File: src/rtl/cpu_defs_pkg.sv
// Shared encodings for the CR16-style control unit: opcodes, ext codes,
// branch conditions, PSR bit positions, result-mux selects and FSM states.
package cpu_defs_pkg;

  localparam logic [3:0] OP_RTYPE = 4'b0000;
  localparam logic [3:0] OP_MEM   = 4'b0100;
  localparam logic [3:0] OP_SHIFT = 4'b1000;
  localparam logic [3:0] OP_BCOND = 4'b1100;

  localparam logic [3:0] EXT_ADD = 4'b0101;
  localparam logic [3:0] EXT_SUB = 4'b1001;
  localparam logic [3:0] EXT_CMP = 4'b1011;
  localparam logic [3:0] EXT_AND = 4'b0001;
  localparam logic [3:0] EXT_OR  = 4'b0010;
  localparam logic [3:0] EXT_XOR = 4'b0011;
  localparam logic [3:0] EXT_MOV = 4'b1101;

  localparam logic [3:0] EXT_LOAD  = 4'b0000;
  localparam logic [3:0] EXT_STOR  = 4'b0100;
  localparam logic [3:0] EXT_JAL   = 4'b1000;
  localparam logic [3:0] EXT_JCOND = 4'b1100;

  localparam logic [3:0] COND_EQ = 4'b0000;
  localparam logic [3:0] COND_NE = 4'b0001;
  localparam logic [3:0] COND_CS = 4'b0010;
  localparam logic [3:0] COND_CC = 4'b0011;
  localparam logic [3:0] COND_HI = 4'b0100;
  localparam logic [3:0] COND_LS = 4'b0101;
  localparam logic [3:0] COND_GT = 4'b0110;
  localparam logic [3:0] COND_LE = 4'b0111;
  localparam logic [3:0] COND_FS = 4'b1000;
  localparam logic [3:0] COND_FC = 4'b1001;
  localparam logic [3:0] COND_LO = 4'b1010;
  localparam logic [3:0] COND_HS = 4'b1011;
  localparam logic [3:0] COND_LT = 4'b1100;
  localparam logic [3:0] COND_GE = 4'b1101;
  localparam logic [3:0] COND_UC = 4'b1110;

  localparam int PSR_C = 0;
  localparam int PSR_L = 1;
  localparam int PSR_F = 2;
  localparam int PSR_N = 3;
  localparam int PSR_Z = 4;

  localparam logic [1:0] RES_SHIFT = 2'b00;
  localparam logic [1:0] RES_ALU   = 2'b01;
  localparam logic [1:0] RES_MEM   = 2'b10;
  localparam logic [1:0] RES_LINK  = 2'b11;

  typedef logic [3:0] state_t;
  localparam state_t S_FETCH  = 4'd0;
  localparam state_t S_DECODE = 4'd1;
  localparam state_t S_EXEC   = 4'd2;
  localparam state_t S_SHIFT  = 4'd3;
  localparam state_t S_MEMRD  = 4'd4;
  localparam state_t S_LOADWB = 4'd5;
  localparam state_t S_MEMWR  = 4'd6;
  localparam state_t S_BRANCH = 4'd7;
  localparam state_t S_JUMP   = 4'd8;
  localparam state_t S_JAL    = 4'd9;
  localparam state_t S_PCINC  = 4'd10;

  // The same code set names both R-type ext values and immediate opcodes.
  function automatic logic is_alu_code(input logic [3:0] code);
    return code inside {EXT_ADD, EXT_SUB, EXT_CMP, EXT_AND, EXT_OR, EXT_XOR, EXT_MOV};
  endfunction

endpackage

File: src/rtl/cpu_control_fsm_if.sv
// Control bundle between the control unit (master) and the datapath (slave).
interface cpu_control_fsm_if #(
  parameter int WIDTH   = 16,
  parameter int REGBITS = 4
);
  logic [WIDTH-1:0]   memdata;
  logic [7:0]         PSROut;
  logic               PCEN;
  logic               PSREN;
  logic               nextInstruction;
  logic               updateAddress;
  logic               StoreReg;
  logic               WriteData;
  logic               regWrite;
  logic               ZeroExtend;
  logic               PCinstruction;
  logic               SrcB;
  logic               shiftType;
  logic               resultEn;
  logic               jumpEN;
  logic               BranchEN;
  logic               jalEN;
  logic [WIDTH-1:0]   shiftDir;
  logic [7:0]         shiftAmt;
  logic [REGBITS-1:0] ALUcond;
  logic [1:0]         chooseResult;
  logic               illegal_op;

  modport master (
    input  memdata, PSROut,
    output PCEN, PSREN, nextInstruction, updateAddress, StoreReg, WriteData,
           regWrite, ZeroExtend, PCinstruction, SrcB, shiftType, resultEn,
           jumpEN, BranchEN, jalEN, shiftDir, shiftAmt, ALUcond, chooseResult,
           illegal_op
  );

  modport slave (
    output memdata, PSROut,
    input  PCEN, PSREN, nextInstruction, updateAddress, StoreReg, WriteData,
           regWrite, ZeroExtend, PCinstruction, SrcB, shiftType, resultEn,
           jumpEN, BranchEN, jalEN, shiftDir, shiftAmt, ALUcond, chooseResult,
           illegal_op
  );
endinterface

File: src/rtl/cpu_control_fsm_branch_cond_eval.sv
// Evaluates a 4-bit branch/jump condition against the PSR flags.
module branch_cond_eval
  import cpu_defs_pkg::*;
(
  input  logic [3:0] cond,
  input  logic [7:0] psr,
  output logic       take
);
  logic c, l, f, n, z;
  logic unused_psr_bits;

  assign c = psr[PSR_C];
  assign l = psr[PSR_L];
  assign f = psr[PSR_F];
  assign n = psr[PSR_N];
  assign z = psr[PSR_Z];
  assign unused_psr_bits = ^psr[7:5];

  always_comb begin
    case (cond)
      COND_EQ: take = z;
      COND_NE: take = !z;
      COND_CS: take = c;
      COND_CC: take = !c;
      COND_HI: take = l;
      COND_LS: take = !l;
      COND_GT: take = n;
      COND_LE: take = !n;
      COND_FS: take = f;
      COND_FC: take = !f;
      COND_LO: take = !l && !z;
      COND_HS: take = l || z;
      COND_LT: take = !n && !z;
      COND_GE: take = n || z;
      COND_UC: take = 1'b1;
      default: take = 1'b0;
    endcase
  end
endmodule

File: src/rtl/cpu_control_fsm.sv
// Multicycle control unit: FETCH/DECODE then a per-class execute path,
// with Moore outputs derived from the state and the latched instruction.
module cpu_control_fsm
  import cpu_defs_pkg::*;
#(
  parameter int WIDTH   = 16,
  parameter int REGBITS = 4
) (
  input logic               clk,
  input logic               reset,
  cpu_control_fsm_if.master ctl
);
  state_t           state, next_state;
  logic [WIDTH-1:0] ir;
  logic [3:0]       op, ext;
  logic             is_rtype, is_imm, is_shift, is_mem_op, is_bcond, is_legal;
  logic             take;
  logic [4:0]       imm5, shift_mag;

  assign op        = ir[15:12];
  assign ext       = ir[7:4];
  assign is_rtype  = (op == OP_RTYPE) && is_alu_code(ext);
  assign is_imm    = is_alu_code(op);
  assign is_shift  = (op == OP_SHIFT) && (ext[3:1] == 3'b000);
  assign is_mem_op = (op == OP_MEM) && (ext inside {EXT_LOAD, EXT_STOR, EXT_JAL, EXT_JCOND});
  assign is_bcond  = (op == OP_BCOND);
  assign is_legal  = is_rtype || is_imm || is_shift || is_mem_op || is_bcond;
  assign imm5      = {ir[4], ir[3:0]};
  assign shift_mag = imm5[4] ? (~imm5 + 5'd1) : imm5;

  branch_cond_eval u_cond (
    .cond (ir[11:8]),
    .psr  (ctl.PSROut),
    .take (take)
  );

  always_ff @(posedge clk or negedge reset) begin
    if (!reset) begin
      state <= S_FETCH;
      ir    <= '0;
    end else begin
      state <= next_state;
      if (state == S_FETCH) ir <= ctl.memdata;
    end
  end

  always_comb begin
    next_state = S_FETCH;
    case (state)
      S_FETCH:  next_state = S_DECODE;
      S_DECODE: begin
        if (is_rtype || is_imm)                      next_state = S_EXEC;
        else if (is_shift)                           next_state = S_SHIFT;
        else if (is_mem_op && ext == EXT_LOAD)       next_state = S_MEMRD;
        else if (is_mem_op && ext == EXT_STOR)       next_state = S_MEMWR;
        else if (is_mem_op && ext == EXT_JAL)        next_state = S_JAL;
        else if (is_mem_op && ext == EXT_JCOND)      next_state = take ? S_JUMP : S_PCINC;
        else if (is_bcond)                           next_state = take ? S_BRANCH : S_PCINC;
        else                                         next_state = S_PCINC;
      end
      S_EXEC, S_SHIFT, S_LOADWB, S_MEMWR: next_state = S_PCINC;
      S_MEMRD:  next_state = S_LOADWB;
      default:  next_state = S_FETCH;
    endcase
  end

  // Outputs are forced low while reset is held, even mid-instruction.
  always_comb begin
    ctl.PCEN            = 1'b0;
    ctl.PSREN           = 1'b0;
    ctl.nextInstruction = 1'b0;
    ctl.updateAddress   = 1'b0;
    ctl.StoreReg        = 1'b0;
    ctl.WriteData       = 1'b0;
    ctl.regWrite        = 1'b0;
    ctl.ZeroExtend      = 1'b0;
    ctl.PCinstruction   = 1'b0;
    ctl.SrcB            = 1'b0;
    ctl.shiftType       = 1'b0;
    ctl.resultEn        = 1'b0;
    ctl.jumpEN          = 1'b0;
    ctl.BranchEN        = 1'b0;
    ctl.jalEN           = 1'b0;
    ctl.shiftDir        = '0;
    ctl.shiftAmt        = '0;
    ctl.ALUcond         = '0;
    ctl.chooseResult    = RES_SHIFT;
    ctl.illegal_op      = 1'b0;
    if (reset) begin
      case (state)
        S_FETCH: begin
          ctl.updateAddress   = 1'b1;
          ctl.nextInstruction = 1'b1;
        end
        S_DECODE: ctl.illegal_op = !is_legal;
        S_EXEC: begin
          ctl.ALUcond      = REGBITS'(is_rtype ? ext : op);
          ctl.SrcB         = is_rtype;
          ctl.ZeroExtend   = !is_rtype && (op inside {EXT_AND, EXT_OR, EXT_XOR});
          ctl.chooseResult = RES_ALU;
          ctl.resultEn     = 1'b1;
          ctl.PSREN        = 1'b1;
          ctl.regWrite     = is_rtype ? (ext != EXT_CMP) : (op != EXT_CMP);
        end
        S_SHIFT: begin
          ctl.chooseResult = RES_SHIFT;
          ctl.shiftDir     = imm5[4] ? '0 : {WIDTH{1'b1}};
          ctl.shiftAmt     = {3'b000, shift_mag};
          ctl.regWrite     = 1'b1;
          ctl.resultEn     = 1'b1;
        end
        S_MEMRD: ctl.StoreReg = 1'b1;
        S_LOADWB: begin
          ctl.chooseResult = RES_MEM;
          ctl.regWrite     = 1'b1;
        end
        S_MEMWR: begin
          ctl.StoreReg  = 1'b1;
          ctl.WriteData = 1'b1;
        end
        S_BRANCH: begin
          ctl.PCEN     = 1'b1;
          ctl.BranchEN = 1'b1;
        end
        S_JUMP: begin
          ctl.PCEN   = 1'b1;
          ctl.jumpEN = 1'b1;
        end
        S_JAL: begin
          ctl.PCEN         = 1'b1;
          ctl.jalEN        = 1'b1;
          ctl.jumpEN       = 1'b1;
          ctl.chooseResult = RES_LINK;
          ctl.regWrite     = 1'b1;
        end
        S_PCINC: begin
          ctl.PCEN          = 1'b1;
          ctl.PCinstruction = 1'b1;
          ctl.updateAddress = 1'b1;
          ctl.resultEn      = 1'b1;
        end
        default: ;
      endcase
    end
  end
endmodule

File: src/flat_wrapper.sv
// flat-port wrapper written by rule: the top's interface ports become plain ports
module cpu_control_fsm_flat import cpu_defs_pkg::*;
#(
  parameter int WIDTH   = 16,
  parameter int REGBITS = 4
)
  (clk, reset, ctl_memdata, ctl_PSROut, ctl_PCEN, ctl_PSREN, ctl_nextInstruction, ctl_updateAddress, ctl_StoreReg, ctl_WriteData, ctl_regWrite, ctl_ZeroExtend, ctl_PCinstruction, ctl_SrcB, ctl_shiftType, ctl_resultEn, ctl_jumpEN, ctl_BranchEN, ctl_jalEN, ctl_shiftDir, ctl_shiftAmt, ctl_ALUcond, ctl_chooseResult, ctl_illegal_op);
  cpu_control_fsm_if #(.WIDTH(WIDTH), .REGBITS(REGBITS)) ctl_i ();
  input logic clk;
  input logic reset;
  input wire logic [$bits(ctl_i.memdata)-1:0] ctl_memdata;
  input wire logic [$bits(ctl_i.PSROut)-1:0] ctl_PSROut;
  output wire logic [$bits(ctl_i.PCEN)-1:0] ctl_PCEN;
  output wire logic [$bits(ctl_i.PSREN)-1:0] ctl_PSREN;
  output wire logic [$bits(ctl_i.nextInstruction)-1:0] ctl_nextInstruction;
  output wire logic [$bits(ctl_i.updateAddress)-1:0] ctl_updateAddress;
  output wire logic [$bits(ctl_i.StoreReg)-1:0] ctl_StoreReg;
  output wire logic [$bits(ctl_i.WriteData)-1:0] ctl_WriteData;
  output wire logic [$bits(ctl_i.regWrite)-1:0] ctl_regWrite;
  output wire logic [$bits(ctl_i.ZeroExtend)-1:0] ctl_ZeroExtend;
  output wire logic [$bits(ctl_i.PCinstruction)-1:0] ctl_PCinstruction;
  output wire logic [$bits(ctl_i.SrcB)-1:0] ctl_SrcB;
  output wire logic [$bits(ctl_i.shiftType)-1:0] ctl_shiftType;
  output wire logic [$bits(ctl_i.resultEn)-1:0] ctl_resultEn;
  output wire logic [$bits(ctl_i.jumpEN)-1:0] ctl_jumpEN;
  output wire logic [$bits(ctl_i.BranchEN)-1:0] ctl_BranchEN;
  output wire logic [$bits(ctl_i.jalEN)-1:0] ctl_jalEN;
  output wire logic [$bits(ctl_i.shiftDir)-1:0] ctl_shiftDir;
  output wire logic [$bits(ctl_i.shiftAmt)-1:0] ctl_shiftAmt;
  output wire logic [$bits(ctl_i.ALUcond)-1:0] ctl_ALUcond;
  output wire logic [$bits(ctl_i.chooseResult)-1:0] ctl_chooseResult;
  output wire logic [$bits(ctl_i.illegal_op)-1:0] ctl_illegal_op;
  assign ctl_i.memdata = ctl_memdata;
  assign ctl_i.PSROut = ctl_PSROut;
  assign ctl_PCEN = ctl_i.PCEN;
  assign ctl_PSREN = ctl_i.PSREN;
  assign ctl_nextInstruction = ctl_i.nextInstruction;
  assign ctl_updateAddress = ctl_i.updateAddress;
  assign ctl_StoreReg = ctl_i.StoreReg;
  assign ctl_WriteData = ctl_i.WriteData;
  assign ctl_regWrite = ctl_i.regWrite;
  assign ctl_ZeroExtend = ctl_i.ZeroExtend;
  assign ctl_PCinstruction = ctl_i.PCinstruction;
  assign ctl_SrcB = ctl_i.SrcB;
  assign ctl_shiftType = ctl_i.shiftType;
  assign ctl_resultEn = ctl_i.resultEn;
  assign ctl_jumpEN = ctl_i.jumpEN;
  assign ctl_BranchEN = ctl_i.BranchEN;
  assign ctl_jalEN = ctl_i.jalEN;
  assign ctl_shiftDir = ctl_i.shiftDir;
  assign ctl_shiftAmt = ctl_i.shiftAmt;
  assign ctl_ALUcond = ctl_i.ALUcond;
  assign ctl_chooseResult = ctl_i.chooseResult;
  assign ctl_illegal_op = ctl_i.illegal_op;
  cpu_control_fsm #(.WIDTH(WIDTH), .REGBITS(REGBITS)) u_core (.clk(clk), .reset(reset), .ctl(ctl_i));
endmodule
File: config.mk
export PLATFORM = sky130hd
export DESIGN_NAME = cpu_control_fsm_flat
export DESIGN_NICKNAME = d
export VERILOG_FILES = /design/src/rtl/cpu_defs_pkg.sv /design/src/rtl/cpu_control_fsm_if.sv /design/src/rtl/cpu_control_fsm_branch_cond_eval.sv /design/src/rtl/cpu_control_fsm.sv /design/src/flat_wrapper.sv
export SDC_FILE = /design/constraint.sdc
export NUM_CORES = 1
export LEC_CHECK = 0
export BUFFER_PORTS_ARGS = -buffer_cell sky130_fd_sc_hd__buf_2
export CORE_MARGIN = 5
export CORE_UTILIZATION = 52
export DETAILED_ROUTE_END_ITERATION = 10
export MAX_ROUTING_LAYER = met4
export PLACE_DENSITY_LB_ADDON = 0.15
export SYNTH_ARGS = -nofsm -noshare
export SYNTH_HDL_FRONTEND = slang
export SYNTH_SLANG_ARGS = --single-unit
File: constraint.sdc
create_clock -name clk -period 4.9 [get_ports clk]
set_clock_uncertainty 0.2 [all_clocks]
set_input_delay 0.49 -clock clk [delete_from_list [all_inputs] [get_ports clk]]
set_output_delay 0.49 -clock clk [all_outputs]
set_load 0.005 [all_outputs]
# --- After elaboration in Yosys (flattened, before gate mapping) ---
# Cells that the tools add are included.
word_totals:
  reg_bits: 20
  in_bits: 26
  out_inout_bits: 46
  elab_cells: 142
op_classes:
  addsub: 1
  eq_ne: 46
  n_mux: 53
  n_bitwise: 1
  reduce_logical: 39
ops:
  columns: ["op", "count"]
  rows:
  - ["$eq A4 B4 Y1 const B", 20]
  - ["$eq A4 B3 Y1 const B", 12]
  - ["$mux W16", 3]
  - ["$mux W4", 11]
  - ["$eq A4 B2 Y1 const B", 8]
  - ["$mux W1", 30]
  - ["$eq A4 B1 Y1 const B", 4]
  - ["$logic_not A4 Y1", 4]
  - ["$pmux W4 S4", 1]
  - ["$pmux W1 S15", 1]
  - ["$reduce_bool A7 Y1", 2]
  - ["$logic_and A1 B1 Y1", 10]
  - ["$mux W5", 2]
  - ["$mux W8", 1]
  - ["$ne A4 B4 Y1 const B", 2]
  - ["$reduce_or A4 Y1", 2]
  - ["$logic_not A1 Y1", 7]
  - ["$logic_or A1 B1 Y1", 6]
  - ["$pmux W2 S3", 1]
  - ["$reduce_or A2 Y1", 3]
  - ["$reduce_or A3 Y1", 2]
  - ["$add A5 B1 Y5 const B", 1]
  - ["$not A5 Y5", 1]
  - ["$mux W2", 2]
  - ["other kinds (4)", 4]

# --- Logic depth before layout (Yosys ltp) ---
logic_depth:
  depth_word: 12
  depth_mapped: 6
  depth_no_buf: 5

# --- Hierarchy ---
# From an unflattened synthesis, not the netlist that was laid out.
unflattened:
  hier_cells: 196
  hier_area_um2: 1641.6
modules_own_cells:
  columns: ["mod", "instances", "cells_per_inst", "area_each_um2", "seq_area_each_um2"]
  rows:
  - ["cpu_control_fsm", 1, 171, 1461.4, 500.5]
  - ["branch_cond_eval", 1, 25, 180.2, 0.0]

# --- Worst setup path after synthesis ---
# No wires, ideal clock.
synth_path:
  path_kind: "input to output"
  from: "in reset"
  to: "out ctl_shiftDir[10]"
  arrival_time_ps: 1965
  required_ps: 4210
  setup_slack_ps: 2245
  path_stages: 6
  n_path_buf: 3
  cell_sequence: "clkbuf_2 nand3_1 or3_1 clkbuf_1 nor2_1 buf_4"
synth_between:
  elab_chain_cells: 1
synth_lines:
  columns: ["element", "line_no", "rtl"]
  rows:
  - ["from (decl)", "flat_wrapper.sv:10", "input logic reset;"]
  - ["$mux W16", "cpu_control_fsm.sv:89", "if (reset) begin"]
  - ["to (decl)", "flat_wrapper.sv:28", "output wire logic [$bits(ctl_i.shiftDir)-1:0] ctl_shiftDir;"]
# No other way between the ends.

# --- Final worst setup path ---
layout_path:
  from: "in reset"
  to: "out ctl_shiftDir[7]"
# Same word-level chain as after synthesis.

==> flow_summary_export.csv <==
group,metric,value,unit
outcome,status,"finished clean",
worst_setup_path,reg2reg_slack,3020,ps
final_layout,finish.instance_area,0.00190,mm2
sta,fin_crit,3590,ps
detailed_routing,routed_wl,3.65,mm
global_route,antenna_found_initial,0,
worst_setup_path,cp_common_cell,"buf_2",
worst_setup_path,crit_buf_inv,3,
worst_setup_path,critPathTopFamily,"buffers and inverters",
final_layout,final_util,61.8,%
clock_tree,postCtsHoldBufs,1,
synthesis,synthDominantCellAreaShare,29.7,%
worst_setup_path,rr_worst_depth,5,
synthesis,synth_area_leader_cell,"dfrtp_1",
worst_setup_path,worst-setup-path-type,"in -> out",
sta,worstMarginPinSlew,620,ps
placement,port_buffers,64,
die,core,0.00308,mm2
clock_tree,clock_latency,290,ps
worst_hold_path,hold_path.class,"in -> reg",
worst_setup_path,reg2reg_from,"u_core.ir[8]",
worst_hold_path,min_from,"ctl_memdata[1]",
detailed_routing,dr_total_vias,1475,
sta,finalSetupTns,0,ps
clock_tree,clkTransAtPathRegs,110,ps
clock_tree,clk_path_buf_depth,2,
worst_setup_path,cp-startpoint,"reset",
global_route,grt_pass1_wl,6.00,mm
power,leakage,0.945,nW
worst_setup_path,endpoint_kind,"output port",
clock_tree,cts_tree,"yes",
detailed_routing,detail-route-antenna-nets,0,
job,drv_cap,0,
worst_setup_path,arrival,2900,ps
die,fp.dieH,67.0,um
synthesis,seq_area_frac_synth,29.7,%
sta,final_max_slew_viol_count,0,
worst_hold_path,min_to,"u_core.ir[1]",
final_layout,nets,269,
die,initial_core_util,54.8,%
synthesis,synth_top_flop_cell,"dfrtp_1",
global_route,grt_max_degree,30,
final_layout,diodes,0,
global_route,grt-ovfl-total,0,
die,io_pins,72,
sta,fin_ws,1310,ps
detailed_routing,drtIter0Drc,58,
global_route,grt_pass1_vias,1332,
placement,dpl_cell_area,0.00186,mm2
worst_setup_path,slowest_delay,530,ps
final_layout,drive_above_1_share,36.5,%
sta,maxSlewHeadroom,58.5,%
worst_hold_path,hold_depth,3,
die,die_area,0.00448,mm2
detailed_routing,drcViolationCount,0,
die,rows,20,
worst_setup_path,cp_cell_sequence,"dlygate4sd3_1 -> buf_2 -> nand3_1 -> or3_1 -> nor2_1 -> buf_2",
placement,place.gp.congestion,0.861,
worst_setup_path,rr_endpoint,"u_core.state[1]",
global_route,grt_usage,17.3,%
worst_setup_path,worstPathRequired,4210,ps
synthesis,synth_edf_count,0,
synthesis,postSynthAreaPerCell,8.43,um2
final_layout,syn_to_final_growth,12.8,%
clock_tree,ctsResizeCount,0,
clock_tree,cts_setup_buffers,0,
worst_setup_path,start_kind,"primary input",
synthesis,synth.distinct_cells,48,
synthesis,syn_inst,200,
clock_tree,cts_root_buffer,"clkbuf_4",
power,vdd_drop_max,0.304,mV
sta,final.period_utilization,73.4,%
synthesis,ys_async_sr_fraction,100,%
sta,rsz0062_at_grt,"no",
placement,pre_cts_slack,1800,ps
synthesis,ys_warn_count,0,
placement,dp_hpwl,2.86,mm
power,power_density,547,mW/mm2
detailed_routing,drtPass1Iterations,4,
synthesis,ys_ff_latch,20,
sta,hold_viol_final,0,
die,die_w,67.0,um
sta,setup_violations,0,
worst_setup_path,critPathSlowestCell,"nor2_1",
clock_tree,cts.sinks,20,
detailed_routing,via_per_inst,5.18,
clock_tree,htreeDepth,1,
detailed_routing,wl_per_cell,12.8,um
synthesis,synth_area,0.00169,mm2
worst_setup_path,worstPathMaxFanout,29,
synthesis,synth_common_cells,"22 x buf_4, 21 x nand2_1, 20 x dfrtp_1",
synthesis,yosysMostFrequentCell,"buf_4",
clock_tree,numCtsBuffers,3,
sta,max_freq,278,MHz
synthesis,yosys-top-cells-area,"dfrtp_1 30%, buf_4 9.8%, mux2_2 7.3%, nand2_1 4.7%, nor2_1 3.6%",
[worst register-to-register path, cell delays in order (launching register included)]
cell	delay, ps
dfrtp_1	540
nor3b_1	230
a211oi_1	80
a211oi_2	330
nor4_2	90
o41a_1	310
[worst max-delay path by stage]
stage | end | cells past startpoint
after floorplan | ctl_shiftDir[10] | 6
after global placement | ctl_shiftDir[14] | 5
after detailed placement | ctl_shiftDir[7] | 5
after CTS | ctl_shiftDir[7] | 6
after global routing | ctl_shiftDir[7] | 6
final | ctl_shiftDir[7] | 6
[layout by cell type (no fill, tap or decap), drive strengths merged, types with 6 or more instances in the layout]
| master | count |
|---|---|
| a21oi | 7 |
| buf | 65 |
| dfrtp | 20 |
| inv | 8 |
| mux2 | 11 |
| nand2 | 21 |
| nor2 | 16 |
| nor2b | 6 |
| nor3 | 8 |
| o21ai | 10 |
[per-stage QoR]
step                cells  hold slack (ps)  total power, mW
floorplan             203            -5.59            0.859
global placement      280              312            0.947
finish                285              196             1.04
CTS                   285              185             1.05
global route          285              185             1.15
detailed placement    280              314            0.957
[logic make-up after synthesis]
| logic type | Yosys count | synth area share [%] |
|---|---|---|
| flip-flops | 20 | 29.7 |
| buffers and inverters | 40 | 15.1 |
| AND/OR/NAND/NOR | 77 | 24.2 |
| other | 1 | 0.222 |
| XOR/XNOR | 6 | 3.12 |
| multiplexers | 14 | 9.12 |
| AO/OA/AOI/OAI | 41 | 17.9 |
| adder cells (fa/ha/maj) | 1 | 0.742 |
[flip-flops by register name (all words and copies together) (netlist names)]
register	cells
u_core.ir	16
u_core.state	4
[layout make-up]
type / instances / area (um2)
well taps: 44 / 55.1
multi-input cells: 143 / 943
fillers: 311 / 1170
repair buffers: 66 / 338
inverters: 8 / 30.0
flip-flops and latches: 20 / 500
clock buffers: 4 / 36.3
[power breakdown]
group	leakage (nW)	total [mW]	internal [mW]	switching [mW]
logic	0.682	0.542	0.276	0.267
registers	0.242	0.406	0.244	0.162
clock network	0.0210	0.0934	0.0452	0.0481
[per-layer routing]
layer / vias to the layer above / part of all wire [%] / track usage (%) / wire length [um]
li1: 758 / - / - / -
met1: 676 / 46 / 23.0 / 1690
met2: 39 / 47 / 28.6 / 1720
met3: 2 / 5.9 / 2.19 / 215
met4: 0 / 0.52 / 3.04 / 19
met5: - / 0 / - / 0
No activity file was read; power rests on OpenSTA's default activity.
